`src/rtl/wwm_turn_sched_if.sv`:
```
// -----------------------------------------------------------------------------
// wwm_turn_sched_if
//
// Purpose:
//   Link between the turn scheduler and the shared projectile animator.
//   The scheduler launches a shot with its velocity and launch origin.
//   The animator reports when the shot is over and whether it struck the
//   opposing player.
//
// Signals:
//   anim_start  scheduler -> animator  one-cycle launch pulse
//   vX, vY      scheduler -> animator  latched launch velocity (4 bits each)
//   X_INITIAL   scheduler -> animator  launch origin X (10 bits)
//   Y_INITIAL   scheduler -> animator  launch origin Y (10 bits)
//   anim_done   animator -> scheduler  one-cycle end-of-flight pulse
//   hit         animator -> scheduler  qualifies anim_done: opponent struck
//
// Modports:
//   master  scheduler side
//   slave   animator side
// -----------------------------------------------------------------------------
interface wwm_turn_sched_if;
    logic       anim_start;
    logic [3:0] vX;
    logic [3:0] vY;
    logic [9:0] X_INITIAL;
    logic [9:0] Y_INITIAL;
    logic       anim_done;
    logic       hit;

    modport master (
        output anim_start,
        output vX,
        output vY,
        output X_INITIAL,
        output Y_INITIAL,
        input  anim_done,
        input  hit
    );

    modport slave (
        input  anim_start,
        input  vX,
        input  vY,
        input  X_INITIAL,
        input  Y_INITIAL,
        output anim_done,
        output hit
    );
endinterface

```
`src/rtl/wwm_turn_sched.sv`:
```
// -----------------------------------------------------------------------------
// wwm_turn_sched
//
// Purpose:
//   Turn scheduler for World War Math.  Player 1 and Player 2 share one
//   projectile animator, and this block decides whose turn it is.
//   Each turn runs in this order:
//     - aim with the switches
//     - launch one shot from the shooter's origin
//     - wait for the animator to finish, or for the flight timeout
//     - credit a hit and pause so the score can be seen
//     - pass the turn to the other player, or declare a winner
//
// Ports:
//   clk         system clock
//   Reset_n     asynchronous active-low reset
//   Start       start/restart button level (already synchronised)
//   Fire        fire button level (already synchronised)
//   Sw[7:0]     velocity switches, [7:4] = vX, [3:0] = vY
//   bus         animator link (master side): anim_start, vX, vY,
//               X_INITIAL, Y_INITIAL out; anim_done, hit in
//   shooter     current shooter, 0 = P1, 1 = P2
//   score_p1    Player 1 hit count
//   score_p2    Player 2 hit count
//   winner      winning player, meaningful while q_Done is high
//   q_I, q_Aim, q_Launch, q_Flight, q_Resolve, q_Done
//               one-hot state flags
// -----------------------------------------------------------------------------
module wwm_turn_sched #(
    parameter logic [9:0]  P1_X           = 10'd213,
    parameter logic [9:0]  P1_Y           = 10'd472,
    parameter logic [9:0]  P2_X           = 10'd571,
    parameter logic [9:0]  P2_Y           = 10'd472,
    parameter logic [3:0]  WIN_SCORE      = 4'd3,
    parameter logic [31:0] FLIGHT_TIMEOUT = 32'd400_000_000,
    parameter logic [31:0] RESOLVE_HOLD   = 32'd50_000_000
) (
    input  logic                    clk,
    input  logic                    Reset_n,
    input  logic                    Start,
    input  logic                    Fire,
    input  logic [7:0]              Sw,
    wwm_turn_sched_if.master        bus,
    output logic                    shooter,
    output logic [3:0]              score_p1,
    output logic [3:0]              score_p2,
    output logic                    winner,
    output logic                    q_I,
    output logic                    q_Aim,
    output logic                    q_Launch,
    output logic                    q_Flight,
    output logic                    q_Resolve,
    output logic                    q_Done
);

    // One-hot encoding: each state flag is a state register bit, so the
    // flags come straight from flops and exactly one is ever high.
    typedef enum logic [5:0] {
        ST_I       = 6'b000001,
        ST_AIM     = 6'b000010,
        ST_LAUNCH  = 6'b000100,
        ST_FLIGHT  = 6'b001000,
        ST_RESOLVE = 6'b010000,
        ST_DONE    = 6'b100000
    } state_t;

    state_t      state;
    logic        start_d;
    logic        start_evt;
    logic        fire_d;
    logic        fire_evt;
    logic [31:0] cnt;
    logic        anim_start_r;
    logic [3:0]  vx_r;
    logic [3:0]  vy_r;
    logic [9:0]  x_init_r;
    logic [9:0]  y_init_r;
    logic        shooter_r;
    logic [3:0]  score_p1_r;
    logic [3:0]  score_p2_r;
    logic        winner_r;

    // Adds a hit to a score but never goes past the winning score.
    function automatic logic [3:0] sat_inc(input logic [3:0] s);
        return (s >= WIN_SCORE) ? s : s + 4'd1;
    endfunction

    // Rising-edge detectors for the two buttons.  Each event lasts one cycle.
    // The cycle after the button's 0->1 transition is registered, so holding
    // a button down produces only one event.
    always_ff @(posedge clk or negedge Reset_n) begin
        if (!Reset_n) begin
            start_d   <= 1'b0;
            start_evt <= 1'b0;
            fire_d    <= 1'b0;
            fire_evt  <= 1'b0;
        end else begin
            start_d   <= Start;
            start_evt <= Start & ~start_d;
            fire_d    <= Fire;
            fire_evt  <= Fire & ~fire_d;
        end
    end

    // The launch origin is a registered copy of the shooter's fixed
    // position.  It follows a change of shooter one cycle later.
    always_ff @(posedge clk or negedge Reset_n) begin
        if (!Reset_n) begin
            x_init_r <= P1_X;
            y_init_r <= P1_Y;
        end else begin
            x_init_r <= shooter_r ? P2_X : P1_X;
            y_init_r <= shooter_r ? P2_Y : P1_Y;
        end
    end

    // Turn sequencer.  One counter serves two purposes, because only one
    // state uses it at a time:
    //   - in FLIGHT it times the shot against the timeout
    //   - in RESOLVE it times the score pause
    // anim_start is set only on the edge that enters LAUNCH, so it is high
    // for exactly that single cycle.  Reset clears it without delay.
    always_ff @(posedge clk or negedge Reset_n) begin
        if (!Reset_n) begin
            state        <= ST_I;
            cnt          <= 32'd0;
            anim_start_r <= 1'b0;
            vx_r         <= 4'd0;
            vy_r         <= 4'd0;
            shooter_r    <= 1'b0;
            score_p1_r   <= 4'd0;
            score_p2_r   <= 4'd0;
            winner_r     <= 1'b0;
        end else begin
            anim_start_r <= 1'b0;
            case (state)
                ST_I: begin
                    if (start_evt) begin
                        score_p1_r <= 4'd0;
                        score_p2_r <= 4'd0;
                        shooter_r  <= 1'b0;
                        state      <= ST_AIM;
                    end
                end

                // The velocity follows the switches live while aiming.
                // It freezes on the fire cycle because this state is left
                // on that same edge.  A zero velocity would be a shot that
                // never moves, so it is rejected.
                ST_AIM: begin
                    vx_r <= Sw[7:4];
                    vy_r <= Sw[3:0];
                    if (fire_evt && (Sw != 8'd0)) begin
                        anim_start_r <= 1'b1;
                        state        <= ST_LAUNCH;
                    end
                end

                ST_LAUNCH: begin
                    cnt   <= 32'd0;
                    state <= ST_FLIGHT;
                end

                // anim_done takes priority over the timeout.  A shot that
                // finishes on the very last cycle still counts its hit.
                ST_FLIGHT: begin
                    if (bus.anim_done) begin
                        if (bus.hit) begin
                            if (shooter_r) begin
                                score_p2_r <= sat_inc(score_p2_r);
                            end else begin
                                score_p1_r <= sat_inc(score_p1_r);
                            end
                        end
                        cnt   <= 32'd0;
                        state <= ST_RESOLVE;
                    end else if (cnt == FLIGHT_TIMEOUT - 32'd1) begin
                        cnt   <= 32'd0;
                        state <= ST_RESOLVE;
                    end else begin
                        cnt <= cnt + 32'd1;
                    end
                end

                // Scores are already final on entry to RESOLVE, so the win
                // test can use the registered values.  Only the shooter can
                // score, so at most one player reaches the winning score.
                ST_RESOLVE: begin
                    if (cnt == RESOLVE_HOLD - 32'd1) begin
                        cnt <= 32'd0;
                        if (score_p1_r == WIN_SCORE) begin
                            winner_r <= 1'b0;
                            state    <= ST_DONE;
                        end else if (score_p2_r == WIN_SCORE) begin
                            winner_r <= 1'b1;
                            state    <= ST_DONE;
                        end else begin
                            shooter_r <= ~shooter_r;
                            state     <= ST_AIM;
                        end
                    end else begin
                        cnt <= cnt + 32'd1;
                    end
                end

                ST_DONE: begin
                    if (start_evt) begin
                        state <= ST_I;
                    end
                end

                default: begin
                    state <= ST_I;
                end
            endcase
        end
    end

    assign bus.anim_start = anim_start_r;
    assign bus.vX         = vx_r;
    assign bus.vY         = vy_r;
    assign bus.X_INITIAL  = x_init_r;
    assign bus.Y_INITIAL  = y_init_r;

    assign shooter   = shooter_r;
    assign score_p1  = score_p1_r;
    assign score_p2  = score_p2_r;
    assign winner    = winner_r;

    assign q_I       = state[0];
    assign q_Aim     = state[1];
    assign q_Launch  = state[2];
    assign q_Flight  = state[3];
    assign q_Resolve = state[4];
    assign q_Done    = state[5];

endmodule

```
`src/flat_wrapper.sv`:
```
// flat-port wrapper written by rule: the top's interface ports become plain ports
module wwm_turn_sched_flat 
#(
    parameter logic [9:0]  P1_X           = 10'd213,
    parameter logic [9:0]  P1_Y           = 10'd472,
    parameter logic [9:0]  P2_X           = 10'd571,
    parameter logic [9:0]  P2_Y           = 10'd472,
    parameter logic [3:0]  WIN_SCORE      = 4'd3,
    parameter logic [31:0] FLIGHT_TIMEOUT = 32'd400_000_000,
    parameter logic [31:0] RESOLVE_HOLD   = 32'd50_000_000
)
  (clk, Reset_n, Start, Fire, Sw, shooter, score_p1, score_p2, winner, q_I, q_Aim, q_Launch, q_Flight, q_Resolve, q_Done, bus_anim_start, bus_vX, bus_vY, bus_X_INITIAL, bus_Y_INITIAL, bus_anim_done, bus_hit);
  wwm_turn_sched_if bus_i ();
  input  logic clk;
  input  logic Reset_n;
  input  logic Start;
  input  logic Fire;
  input  logic [7:0] Sw;
  output logic shooter;
  output logic [3:0] score_p1;
  output logic [3:0] score_p2;
  output logic winner;
  output logic q_I;
  output logic q_Aim;
  output logic q_Launch;
  output logic q_Flight;
  output logic q_Resolve;
  output logic q_Done;
  output wire logic [$bits(bus_i.anim_start)-1:0] bus_anim_start;
  output wire logic [$bits(bus_i.vX)-1:0] bus_vX;
  output wire logic [$bits(bus_i.vY)-1:0] bus_vY;
  output wire logic [$bits(bus_i.X_INITIAL)-1:0] bus_X_INITIAL;
  output wire logic [$bits(bus_i.Y_INITIAL)-1:0] bus_Y_INITIAL;
  input wire logic [$bits(bus_i.anim_done)-1:0] bus_anim_done;
  input wire logic [$bits(bus_i.hit)-1:0] bus_hit;
  assign bus_anim_start = bus_i.anim_start;
  assign bus_vX = bus_i.vX;
  assign bus_vY = bus_i.vY;
  assign bus_X_INITIAL = bus_i.X_INITIAL;
  assign bus_Y_INITIAL = bus_i.Y_INITIAL;
  assign bus_i.anim_done = bus_anim_done;
  assign bus_i.hit = bus_hit;
  wwm_turn_sched #(.P1_X(P1_X), .P1_Y(P1_Y), .P2_X(P2_X), .P2_Y(P2_Y), .WIN_SCORE(WIN_SCORE), .FLIGHT_TIMEOUT(FLIGHT_TIMEOUT), .RESOLVE_HOLD(RESOLVE_HOLD)) u_core (.clk(clk), .Reset_n(Reset_n), .Start(Start), .Fire(Fire), .Sw(Sw), .bus(bus_i), .shooter(shooter), .score_p1(score_p1), .score_p2(score_p2), .winner(winner), .q_I(q_I), .q_Aim(q_Aim), .q_Launch(q_Launch), .q_Flight(q_Flight), .q_Resolve(q_Resolve), .q_Done(q_Done));
endmodule
```
`config.mk`:
```
export PLATFORM = sky130hd
export DESIGN_NAME = wwm_turn_sched_flat
export DESIGN_NICKNAME = d
export VERILOG_FILES = /design/src/rtl/wwm_turn_sched_if.sv /design/src/rtl/wwm_turn_sched.sv /design/src/flat_wrapper.sv
export SDC_FILE = /design/constraint.sdc
export NUM_CORES = 1
export LEC_CHECK = 0
export BUFFER_PORTS_ARGS = -buffer_cell sky130_fd_sc_hd__buf_4
export CAP_MARGIN = 20
export CORE_UTILIZATION = 58
export CTS_BUF_LIST = sky130_fd_sc_hd__clkbuf_2
export DETAILED_ROUTE_END_ITERATION = 10
export HOLD_SLACK_MARGIN = 0.06
export PLACE_DENSITY_LB_ADDON = 0.25
export SYNTH_ARGS = -nofsm -noshare
export SYNTH_HDL_FRONTEND = slang
export SYNTH_SLANG_ARGS = --single-unit
```
`constraint.sdc`:
```
create_clock -name clk -period 3.07 [get_ports clk]
set_input_delay 0.1535 -clock clk [delete_from_list [all_inputs] [get_ports clk]]
set_output_delay 0.1535 -clock clk [all_outputs]
set_load 0.01 [all_outputs]
```
# == After elaboration in Yosys (flattened, before gate mapping) ==
# Cells that the tools add are included.
# W data, S select, Z words.
# word_totals
reg_bits,71
in_bits,14
output_inout_bits,45
elab_cells,92
# classes
n_addsub,3
magnitude_cmp,2
n_eq_ne,23
n_mux,34
n_bitwise,5
reduce_logical,11
# ops
cell,count
$mux W32,3
$pmux W32 S3,1
$mux W6,8
$mux W4,9
$pmux W6 S6,1
$add A32 B1 Y32 const B,1
$eq A32 B26 Y1 const B,1
$eq A32 B29 Y1 const B,1
$pmux W4 S2,2
$ne A2 B2 Y1 const B,7
$reduce_and A6 Y1,2
$mux W10,1
$ne A2 B1 Y1 const B,5
$reduce_and A5 Y1,2
$add A4 B1 Y4 const B,2
$eq A4 B2 Y1 const B,2
$ge A4 B2 Y1 const B,2
$mux W1,8
$reduce_bool A8 Y1,1
$eq A6 B1 Y1 const B,1
$eq A6 B2 Y1 const B,1
$eq A6 B3 Y1 const B,1
$eq A6 B4 Y1 const B,1
$eq A6 B5 Y1 const B,1
9 further kinds,14

# == Depth between registers and ports, before layout ==
# Gate-level depths: netlist of run 1.
# depth
word_depth,6
depth_mapped,10
ltp_nobuf,7

# == Least setup slack after synthesis of run 1 ==
# Ideal clock, no wire load.
# synth_path
path_kind,flip-flop to flip-flop
from,register u_core.cnt[10]
to,register u_core.cnt[26]
setup_ns,0.118
arrival_ns,2.074
required_time_ns,2.952
slack_ns,0.878
stages_incl_launch_ff,10
n_path_buf,3
synth_period_minus_slack_ns,2.192
path_cell_list,dfrtp_1 or4_1 nor4_2 and4_1 buf_6 o22a_4 buf_6 buf_12 o21ai_2 a21o_1
# synth_via
elab_chain_len,4
word_cells_on_any_way,7
cone_classes,add/sub (1); eq/ne (2); mux (4)
# synth_lines
element,line,rtl
"start, declared",wwm_turn_sched.sv:72,logic [31:0] cnt;
"start signal, assigned",wwm_turn_sched.sv:181,cnt <= cnt + 32'd1;
"start signal, assigned",wwm_turn_sched.sv:202,cnt <= cnt + 32'd1;
$add A32 B1 Y32 or $eq A32 B29 Y1 (tied branches),"wwm_turn_sched.sv:181, wwm_turn_sched.sv:202, wwm_turn_sched.sv:177",
$mux W32,wwm_turn_sched.sv:177,end else if (cnt == FLIGHT_TIMEOUT - 32'd1) begin
$mux W32,wwm_turn_sched.sv:167,if (bus.anim_done) begin
$pmux W32 S3 *,wwm_turn_sched.sv:136,case (state)
# Every way passes the cells marked *; elsewhere a longest branch is shown, timed or not.
# A chain may end at the register's enable or synchronous reset.

# == Final worst setup path of run 1 ==
# layout_path
from,register u_core.cnt[10]
to,register u_core.cnt[24]
# The elaborated chain is that of the path after synthesis.

==> results.sh, run 1 <==
export IMPL_status="completed"
export IMPL_synth_main_ff_cell="dfrtp_1"
export IMPL_io_pins=59
export IMPL_criticalPathCategory="flop to flop"
export IMPL_post_drt_wl_per_cell_um=15.8
export IMPL_cp_arrival_ns=3.01
export IMPL_dieArea_um2=6210
export IMPL_powerDensity_nw_per_um2=680
export IMPL_rr_worst_depth=6
export IMPL_seq_area_frac_synth_pct=46.1
export IMPL_post_cts_buffers=0
export IMPL_synth_largest_area_cell="dfrtp_1"
export IMPL_worst_hold_slack_ns=0.239
export IMPL_synthToLayoutAreaGrowth_pct=14.6
export IMPL_path_max_fanout=38
export IMPL_dpl_worst_slack_ns=0.517
export IMPL_fin_setup_tns_ns=0
export IMPL_drtIter0Drc=318
export IMPL_grt_use_total_pct=26.6
export IMPL_seqCellArea_um2=1580
export IMPL_synth_edf_count=0
export IMPL_antenna_found_initial=0
export IMPL_multi_input_area_um2=1600
export IMPL_core_rowCount=27
export IMPL_finalSetupViolations=0
export IMPL_synthCells=357
export IMPL_syn_area_um2=3420
export IMPL_start_util_pct=61.0
export IMPL_ant_nets=0
export IMPL_drtPass1Iterations=5
export IMPL_fmax_mhz=385
export IMPL_cts_made_buffers=9
export IMPL_portBuffers=45
export IMPL_ys_async_sr_fraction_pct=100
export IMPL_worstSetupStartpointType="flop"
export IMPL_drv_cap=0
export IMPL_rsz0062_at_grt="false"
export IMPL_avgViaCountPerCell=5.98
export IMPL_clk_pin_slew_worst_paths_ns=0.19
export IMPL_grt_pass1_wl_mm=12.6
export IMPL_num_vias=2910
export IMPL_insertion_delay_ns=0.51
export IMPL_place_congestion=0.923
export IMPL_synth_area_leaders="dfrtp_1, buf_4, mux2_2"
export IMPL_cts_sinks=63
export IMPL_grt_remaining_overflow=0
export IMPL_yosysWarnings=0
export IMPL_period_needed_ns=2.59
export IMPL_antennaDiodeCount=0
export IMPL_coreArea_um2=5610
export IMPL_drt_total_wl_mm=7.70
export IMPL_worst_pin_slew_ns=0.783
export IMPL_timing_slew_headroom_pct=47.8
export IMPL_drc_errors=0
export IMPL_nets=427
export IMPL_synth_avg_cell_area_um2=9.59
export IMPL_die_x_um=78.8
export IMPL_ys_ff_latch=63
export IMPL_drv_slew=0
export IMPL_yosys_area_top_type_share_pct=44.6
export IMPL_cp_end_kind="flop"
export IMPL_cts_root_buf="clkbuf_2"
export IMPL_grt_start_max_net_pins=64
export IMPL_p_leak_nw=1.77
export IMPL_ir_drop_v=0.000474
export IMPL_skew_ns=0.0170
export IMPL_drive_above_1_share_pct=23.1
export IMPL_hold_viol=0
export IMPL_cts_resized=0
export IMPL_hold_path_class="input pin to asynchronous set/reset pin"
export IMPL_die_y_um=78.8
export IMPL_cts_buffer_depth=2
export IMPL_min_period_over_period_pct=84.5
export IMPL_worst_slack_ns=0.476
export IMPL_htreeDepth=3
export IMPL_worstPathRequired_ns=3.49
export IMPL_cts_tree="done"
export IMPL_grt_pass1_vias=2646
export IMPL_synth_cell_types=57
export IMPL_hpwlAfterDp_mm=4.98
export IMPL_fillCellCount=441
## flip-flops by register name, summed over array words and instances (netlist names)
name,count
u_core.score_p1,4
u_core.fire_d,1
u_core.bus.vX,4
u_core.bus.vY,4
u_core.bus.X_INITIAL,2
u_core.winner,1
u_core.bus.anim_start,1
u_core.state,6
u_core.start_evt,1
u_core.fire_evt,1
u_core.shooter,1
u_core.score_p2,4
u_core.cnt,32
u_core.start_d,1
## final timing paths
check                               start                  to  slack (ns)
setup / recovery           u_core.cnt[10]      u_core.cnt[24]        0.48
hold / removal                    Reset_n      u_core.cnt[12]        0.24
setup reg to reg           u_core.cnt[10]      u_core.cnt[24]        0.48
hold reg to reg             u_core.fire_d     u_core.fire_evt        0.41
max in group asynchronous         Reset_n       u_core.cnt[1]        2.32
min in group clk                  bus_hit  u_core.score_p1[1]        0.25
## area by class of cell
type | instances | share of cell area, %
clock inverters | 7 | 1.85
clock buffers | 9 | 1.15
repair buffers | 61 | 12.4
flip-flops and latches | 63 | 40.3
well taps | 72 | 2.30
multi-input cells | 261 | 40.7
inverters | 14 | 1.34
## kinds of logic after synthesis
family                   synth area share, %
AND/OR/NAND/NOR                         24.9
AO/OA/AOI/OAI                           14.4
flip-flops                              46.1
buffers and inverters                   8.41
multiplexers                            3.58
XOR/XNOR                                1.28
adder cells (fa/ha/maj)                 1.10
other                                  0.219
## what timing repair did
action | 4_1_cts | 5_1_grt
endpoints found under the hold margin | 73 | 0
hold buffers | 11 | 0
setup endpoints to repair | 0 | 0
## critical path: stages, from the launching register on
cell and delay [ns]:
dfrtp_1 0.47, or4_1 0.55, nor4_2 0.28, and4_1 0.38, o22a_4 0.44, o21ai_1 0.12
mux2_2 0.27
## metal layers
| layer | wire [µm] | track usage [%] | share of wire, % |
|---|---|---|---|
| met3 | 443 | 4.60 | 5.8 |
| met2 | 3510 | 40.3 | 46 |
| met4 | 247 | 14.9 | 3.2 |
| met1 | 3490 | 36.4 | 45 |
| met5 | 0 | 0 | 0 |
## synth_stat cells, types with 5 or more instances
library cell,instances
dfrtp_1,61
nand2_1,26
nor2_1,24
o21ai_0,20
buf_4,18
nand3_1,18
a21oi_1,15
inv_1,14
nor3_1,13
nor4_1,13
a21o_1,10
mux2_2,10
nand4_1,9
and2_1,8
o21ai_1,8
or3_2,7
and3_1,6
or3_1,6
buf_6,5
clkbuf_1,5
## per-stage QoR
| step | instances | instance area [µm²] | power (W) | utilization (%) |
|---|---|---|---|---|
| 5_1_grt | 487 | 3920 | 0.00283 | 69.9 |
| 3_5_place_dp | 460 | 3690 | 0.00213 | 65.9 |
| 2_1_floorplan | 368 | 3460 | 0.00183 | - |
| 3_3_place_gp | 460 | 3690 | 0.00210 | 65.9 |
| 6_report | 487 | 3920 | 0.00267 | 69.9 |
| 4_1_cts | 487 | 3920 | 0.00266 | 69.9 |
## report_power, final
part	switching, W	leakage (nW)	total (W)	internal, W
clock	0.000331	0.0683	0.000520	0.000189
combinational	0.000375	0.916	0.000765	0.000391
sequential	0.000300	0.791	0.00138	0.00108
total	0.00101	1.77	0.00267	0.00166
## cells in the final DEF (no fill, tap or decap), types with 3 or more instances in the layout
cell type,Yosys,final
nor2_1,24,24
clkbuf_2,1,9
nor4_1,13,13
o21ai_0,20,20
nor2b_1,4,4
o21ai_1,8,8
or4_1,3,3
and3_1,6,6
dfrtp_1,61,61
inv_1,14,14
nor3_1,13,13
conb_1,2,13
nand4_1,9,9
nand2_1,26,26
a21o_1,10,10
or3_1,6,6
dlygate4sd3_1,0,11
and2_1,8,8
xnor2_1,3,3
mux2_2,10,10
o21ai_2,3,3
ha_1,3,3
nand3_1,18,18
or3_2,7,7
a21oi_1,15,15
buf_4,18,50
a22o_1,3,3
(Power assumes the default switching activity.)
==> inputs of run 2 (changes only) <==
--- a/config.mk
+++ b/config.mk
@@ -5,9 +5,10 @@
 export SDC_FILE = /design/constraint.sdc
 export NUM_CORES = 1
 export LEC_CHECK = 0
+export ABC_AREA = 1
 export BUFFER_PORTS_ARGS = -buffer_cell sky130_fd_sc_hd__buf_4
 export CAP_MARGIN = 20
-export CORE_UTILIZATION = 58
+export CORE_UTILIZATION = 59
 export CTS_BUF_LIST = sky130_fd_sc_hd__clkbuf_2
 export DETAILED_ROUTE_END_ITERATION = 10
 export HOLD_SLACK_MARGIN = 0.06
==> constraint.sdc (replaced) <==
create_clock -name clk -period 2.4 [get_ports clk]
set_input_delay 0.12 -clock clk [delete_from_list [all_inputs] [get_ports clk]]
set_output_delay 0.12 -clock clk [all_outputs]
set_load 0.01 [all_outputs]
==> run 2 against run 1 <==
Against the previous run: via count grew 21%; routed wire length grew 12%; clock skew grew 0.014 ns; register-to-register slack better by 0.02 ns; design area increased by 10%.
==> results.sh, run 2 <==
export IMPL_post_cts_buffers=0
export IMPL_synth_most_common_cell="nand2_1"
export IMPL_synth_main_ff_cell="dfrtp_1"
export IMPL_syn_area_um2=3750
export IMPL_drt_total_wl_mm=8.64
export IMPL_drc_errors=0
export IMPL_synth_area_leaders="dfrtp_1, nand2_1, nor2_1"
export IMPL_p_leak_nw=2.27
export IMPL_clk_pin_slew_worst_paths_ns=0.20
export IMPL_avgViaCountPerCell=5.23
export IMPL_synth_cell_types=30
export IMPL_fmax_mhz=524
export IMPL_hpwlAfterDp_mm=6.21
export IMPL_ir_drop_v=0.000737
export IMPL_insertion_delay_ns=0.51
export IMPL_drtPass1Iterations=5
export IMPL_layout_common_cells="nand2_1, nor2_1, inv_1, dfrtp_1, buf_4"
export IMPL_drv_cap=0
export IMPL_hold_viol=0
export IMPL_grt_use_total_pct=28.6
export IMPL_fin_setup_tns_ns=0
export IMPL_ys_async_sr_fraction_pct=100
export IMPL_nets=611
export IMPL_final_common_cell="nand2_1"
export IMPL_ys_ff_latch=63
export IMPL_hold_buffers=12
export IMPL_die_x_um=81.7
export IMPL_coreArea_um2=6030
export IMPL_timing_slew_headroom_pct=46.7
export IMPL_finalSetupViolations=0
export IMPL_synth_avg_cell_area_um2=6.98
export IMPL_grt_remaining_overflow=0
export IMPL_top_regs="u_core.cnt: 32 flops, u_core.state: 6 flops"
export IMPL_drv_slew=0
export IMPL_num_vias=3528
export IMPL_worstSetupStartpointType="flop"
export IMPL_synth_common_cells="nand2_1, nor2_1, inv_1"
export IMPL_place_congestion=0.888
export IMPL_drtIter0Drc=253
export IMPL_seq_area_frac_synth_pct=42.1
export IMPL_ant_nets=0
export IMPL_cts_sinks=63
export IMPL_skew_ns=0.0307
export IMPL_worstPathRequired_ns=2.79
export IMPL_criticalPathCategory="flop to flop"
export IMPL_synthToLayoutAreaGrowth_pct=15.1
export IMPL_synth_largest_area_cell="dfrtp_1"
export IMPL_post_drt_wl_per_cell_um=12.8
export IMPL_yosys_area_top_type_share_pct=40.7
export IMPL_io_pins=59
export IMPL_dieArea_um2=6680
export IMPL_hold_path_class="input pin to asynchronous set/reset pin"
export IMPL_period_needed_ns=1.91
export IMPL_status="completed"
export IMPL_cp_end_kind="flop"
export IMPL_cts_buffer_depth=2
export IMPL_grt_start_max_net_pins=64
export IMPL_cp_arrival_ns=2.30
export IMPL_min_period_over_period_pct=79.5
export IMPL_die_y_um=81.7
export IMPL_yosysWarnings=0
export IMPL_grt_pass1_wl_mm=14.2
export IMPL_largest_register_ffs=32
export IMPL_rsz0062_at_grt="false"
export IMPL_start_util_pct=62.2
export IMPL_largest_register="u_core.cnt"
export IMPL_antennaDiodeCount=0
export IMPL_antenna_found_initial=0
export IMPL_portBuffers=45
export IMPL_cts_made_buffers=9
export IMPL_synth_edf_count=0
export IMPL_core_rowCount=28
export IMPL_cts_tree="done"
export IMPL_powerDensity_nw_per_um2=1000
export IMPL_dp_cells=645
export IMPL_path_max_fanout=31
export IMPL_worst_pin_slew_ns=0.800
export IMPL_grt_pass1_vias=3185
export IMPL_cts_resized=0
export IMPL_drive_above_1_share_pct=13.5
export IMPL_cts_root_buf="clkbuf_2"
export IMPL_synthCells=537
export IMPL_instances_no_fill=674
export IMPL_htreeDepth=3
run 2: changes by cell type after synthesis, sizes merged, moves of 10 or more:
cell   before  now
xor2        2   14
nor3       13    2
inv        14   63
nand2      26  205
mux2       10    0
nor4       14    1
a21o       10    0
a21oi      15    1
or3        13    0
nand3      18   28
nor2       24   80
run 2: cell families (layout without fill, tap and decap cells):
kind of cell | after synthesis | after routing | synth area share, %
DFF | 63 | 63 | 42.1
other | 2 | 13 | 0.200
and+or+nand+nor | 333 | 333 | 37.3
adders and majority gates | 3 | 3 | 1.00
AOI/OAI and AO/OA | 32 | 32 | 4.37
buffers and inverters | 88 | 139 | 11.2
xor gates and xnor gates | 16 | 16 | 3.74
run 2: worst paths after layout:
kind	start	to	slack [ns]	cells past startpoint
worst min register to register	u_core.fire_d	u_core.fire_evt	0.37	1
worst min-delay path	Reset_n	u_core.cnt[23]	0.19	2
min in group clk	Start	u_core.start_d	0.28	2
worst max-delay path	u_core.cnt[0]	u_core.cnt[16]	0.49	10
worst max register to register	u_core.cnt[0]	u_core.cnt[16]	0.49	10
max in group asynchronous	Reset_n	u_core.score_p2[0]	1.63	2
run 2: routing by layer:
metal / track usage [%] / vias up / share of wire [%]
li1: - / 1745 / -
met1: 38.0 / 1627 / 44
met2: 46.5 / 140 / 48
met3: 6.00 / 16 / 6.5
met4: 8.95 / 0 / 1.5
met5: 0 / - / 0
run 2: through the flow:
step / hold slack [ns] / power (W) / area, µm² / worst slack (ns) / utilization (%)
after floorplan: -0.176 / 0.00304 / 3790 / 0.856 / -
after detailed placement: 0.242 / 0.00356 / 4050 / 0.527 / 67.3
after global placement: 0.239 / 0.00346 / 4050 / 0.660 / 67.3
final: 0.191 / 0.00434 / 4320 / 0.491 / 71.7
after global routing: 0.253 / 0.00470 / 4320 / 0.312 / 71.7
after CTS: 0.0633 / 0.00432 / 4310 / 0.500 / 71.5
run 2: layout make-up:
| class | instances | area (µm²) |
|---|---|---|
| Multi-Input combinational cell | 397 | 1790 |
| Tap cell | 75 | 93.8 |
| Timing Repair Buffer | 60 | 483 |
| Sequential cell | 63 | 1580 |
| Fill cell | 510 | 1710 |
| Clock inverter | 6 | 85.1 |
| Inverter | 63 | 236 |
| Clock buffer | 10 | 50.0 |
run 2: where the power goes:
group	total, W	internal, W	switching, W
Clock	0.000749	0.000346	0.000404
Combinational	0.00172	0.000652	0.00106
Sequential	0.00187	0.00144	0.000434
run 2: critical path: stages, from the launching register on:
cell and delay [ns]:
dfrtp_1 0.43, ha_1 0.19, nand2_1 0.12, nor2_4 0.16
nand3_1 0.10, nor2_2 0.15, nand2_2 0.09, nand2_4 0.11
nand2_4 0.22, nand2_1 0.13, o21ai_1 0.09
==> inputs of run 3 (changes only) <==
--- a/config.mk
+++ b/config.mk
@@ -8,7 +8,7 @@
 export ABC_AREA = 1
 export BUFFER_PORTS_ARGS = -buffer_cell sky130_fd_sc_hd__buf_4
 export CAP_MARGIN = 20
-export CORE_UTILIZATION = 59
+export CORE_UTILIZATION = 53
 export CTS_BUF_LIST = sky130_fd_sc_hd__clkbuf_2
 export DETAILED_ROUTE_END_ITERATION = 10
 export HOLD_SLACK_MARGIN = 0.06
==> constraint.sdc (replaced) <==
create_clock -name clk -period 1.64 [get_ports clk]
set_input_delay 0.082 -clock clk [delete_from_list [all_inputs] [get_ports clk]]
set_output_delay 0.082 -clock clk [all_outputs]
set_load 0.01 [all_outputs]
==> run 3 against run 2 <==
Against the previous run: the run now ends with setup timing left; global-route usage fell by 1.8 points; via count rose by 3.5%; hold slack improved by 0.014 ns; non-clock buffer count rose by 37; core utilization fell by 2.1 points; count of clock-buffer cells in the layout fell by 1; sequential cell count did not move; critical path type unchanged.
==> results.sh, run 3 (synthesized netlist as in run 2, its figures left out) <==
export IMPL_num_vias=3652
export IMPL_nets=649
export IMPL_layout_common_cells="nand2_1, buf_4, nor2_1, dfrtp_1, inv_1"
export IMPL_instances_no_fill=733
export IMPL_grt_remaining_overflow=0
export IMPL_coreArea_um2=6830
export IMPL_synthToLayoutAreaGrowth_pct=26.8
export IMPL_powerDensity_nw_per_um2=1440
export IMPL_dp_cells=695
export IMPL_grt_start_max_net_pins=38
export IMPL_hold_path_class="input pin to flop"
export IMPL_start_util_pct=54.9
export IMPL_final_common_cell="nand2_1"
export IMPL_worstSetupStartpointType="flop"
export IMPL_fmax_mhz=586
export IMPL_htreeDepth=3
export IMPL_portBuffers=45
export IMPL_swShare_pct=42.7
export IMPL_post_drt_wl_per_cell_um=12.5
export IMPL_cp_arrival_ns=2.14
export IMPL_cts_buffer_depth=2
export IMPL_crit_start="u_core.cnt[1]"
export IMPL_cts_sinks=63
export IMPL_top_regs="u_core.cnt: 32 flops, u_core.state: 6 flops"
export IMPL_cts_tree="done"
export IMPL_drtPass1Iterations=5
export IMPL_io_pins=59
export IMPL_p_seq_share_pct=39.1
export IMPL_antenna_found_initial=0
export IMPL_hold_viol=0
export IMPL_worst_slack_ns=-0.0673
export IMPL_antennaDiodeCount=0
export IMPL_status="complete, but fails checks"
export IMPL_avgViaCountPerCell=4.98
export IMPL_grt_pass1_vias=3337
export IMPL_endpoint="u_core.shooter"
export IMPL_drc_errors=0
export IMPL_finalSetupViolations=26
export IMPL_place_congestion=0.951
export IMPL_r2r_start="u_core.cnt[1]"
export IMPL_r2r_end="u_core.shooter"
export IMPL_p_leak_nw=2.47
export IMPL_cp_end_kind="flop"
export IMPL_drtIter0Drc=270
export IMPL_largest_register_ffs=32
export IMPL_switching_power_w=0.00292
export IMPL_p_int_w=0.00391
export IMPL_largest_register="u_core.cnt"
export IMPL_drive_above_1_share_pct=20.6
export IMPL_grt_use_total_pct=26.8
export IMPL_path_max_fanout=6
export IMPL_hpwlAfterDp_mm=6.29
export IMPL_worst_hold_slack_ns=0.205
export IMPL_ir_drop_v=0.000758
export IMPL_skew_ns=0.0234
export IMPL_violations="setup timing"
export IMPL_min_period_over_period_pct=104
export IMPL_rsz0062_at_grt="true"
export IMPL_drv_slew=0
export IMPL_die_x_um=86.1
export IMPL_grt_pass1_wl_mm=15.4
export IMPL_dieArea_um2=7420
export IMPL_ant_nets=0
export IMPL_drv_cap=0
export IMPL_clk_pin_slew_worst_paths_ns=0.19
export IMPL_insertion_delay_ns=0.52
export IMPL_drt_total_wl_mm=9.17
export IMPL_die_y_um=86.1
export IMPL_worstPathRequired_ns=2.07
export IMPL_r2r_setup_slack_ns=-0.07
export IMPL_core_rowCount=30
export IMPL_rr_worst_depth=11
export IMPL_period_needed_ns=1.71
export IMPL_p_clk_share_pct=16.7
export IMPL_dpl_worst_slack_ns=-0.146
export IMPL_combPwrFrac_pct=44.2
export IMPL_criticalPathCategory="flop to flop"
export IMPL_cts_made_buffers=9
export IMPL_cts_root_buf="clkbuf_2"
==> run 3: changes by cell type in the layout (fill, tap and decap cells not counted), sizes merged <==
cell         change
clkinv           +1
nand2            +1
inv              -1
dlygate4sd3      +1
clkinvlp         +1
clkbuf           -1
buf             +36
==> run 3: power by group through the flow <==
stage          clock (W)  sequential, W  combinational (W)
6_report         0.00114        0.00267            0.00302
5_1_grt          0.00122        0.00277            0.00344
4_1_cts          0.00115        0.00266            0.00294
3_5_place_dp           0        0.00267            0.00284
3_3_place_gp           0        0.00266            0.00274
2_1_floorplan          0        0.00265            0.00179
==> run 3: metrics by stage <==
step           setup TNS, ns  cell area (µm²)  total power (W)  util (%)
6_report              -0.666             4750          0.00683      69.6
3_5_place_dp           -3.14             4310          0.00551      63.1
5_1_grt                -5.75             4750          0.00742      69.6
2_1_floorplan              0             3790          0.00444         -
3_3_place_gp          -0.126             4310          0.00540      63.1
4_1_cts               -0.494             4730          0.00675      69.2
==> run 3: final cells by class <==
type | count | area, µm²
clock inverter | 7 | 97.6
multi-input combinational | 398 | 1870
sequential | 63 | 1580
fill | 538 | 2080
timing repair buffer | 97 | 800
clock buffer | 9 | 45.0
inverter | 63 | 240
tap | 96 | 120
==> run 3: worst min path at each step <==
stage | start | to | slack, ns | cells after the start
2_1_floorplan | Reset_n | u_core.bus.X_INITIAL[5] | -0.21 | 0
4_1_cts | Start | u_core.start_d | 0.18 | 2
5_1_grt | Start | u_core.start_d | 0.18 | 2
6_report | Start | u_core.start_d | 0.20 | 2
3_5_place_dp | Reset_n | u_core.score_p2[1] | 0.02 | 1
3_3_place_gp | Reset_n | u_core.score_p2[0] | 0.02 | 1
==> run 3: what timing repair did <==
action / 4_1_cts / 5_1_grt
pin swaps: 7 / 6
endpoints found under the hold margin: 80 / 0
resized for setup: 12 / 10
setup endpoints to repair: 36 / 43
gates cloned: 1 / 0
hold buffers: 15 / 0
setup buffers: 6 / 2
==> run 3: routing by layer <==
| layer | wire length (µm) | track usage [%] | up-vias |
|---|---|---|---|
| met2 | 4310 | 44.4 | 111 |
| met1 | 4260 | 35.7 | 1714 |
| li1 | - | - | 1815 |
| met5 | 0 | 0 | - |
| met3 | 497 | 6.35 | 12 |
| met4 | 106 | 5.91 | 0 |
==> run 3: critical path, stage by stage (launching register included) <==
cell	delay, ns
dfrtp_1	0.41
ha_2	0.19
nand2_2	0.08
nor2_4	0.15
nand3_2	0.10
nor2_2	0.12
nand2_2	0.09
nand2_4	0.14
buf_6	0.15
nand3_4	0.08
nand2_2	0.07
nand2_1	0.05
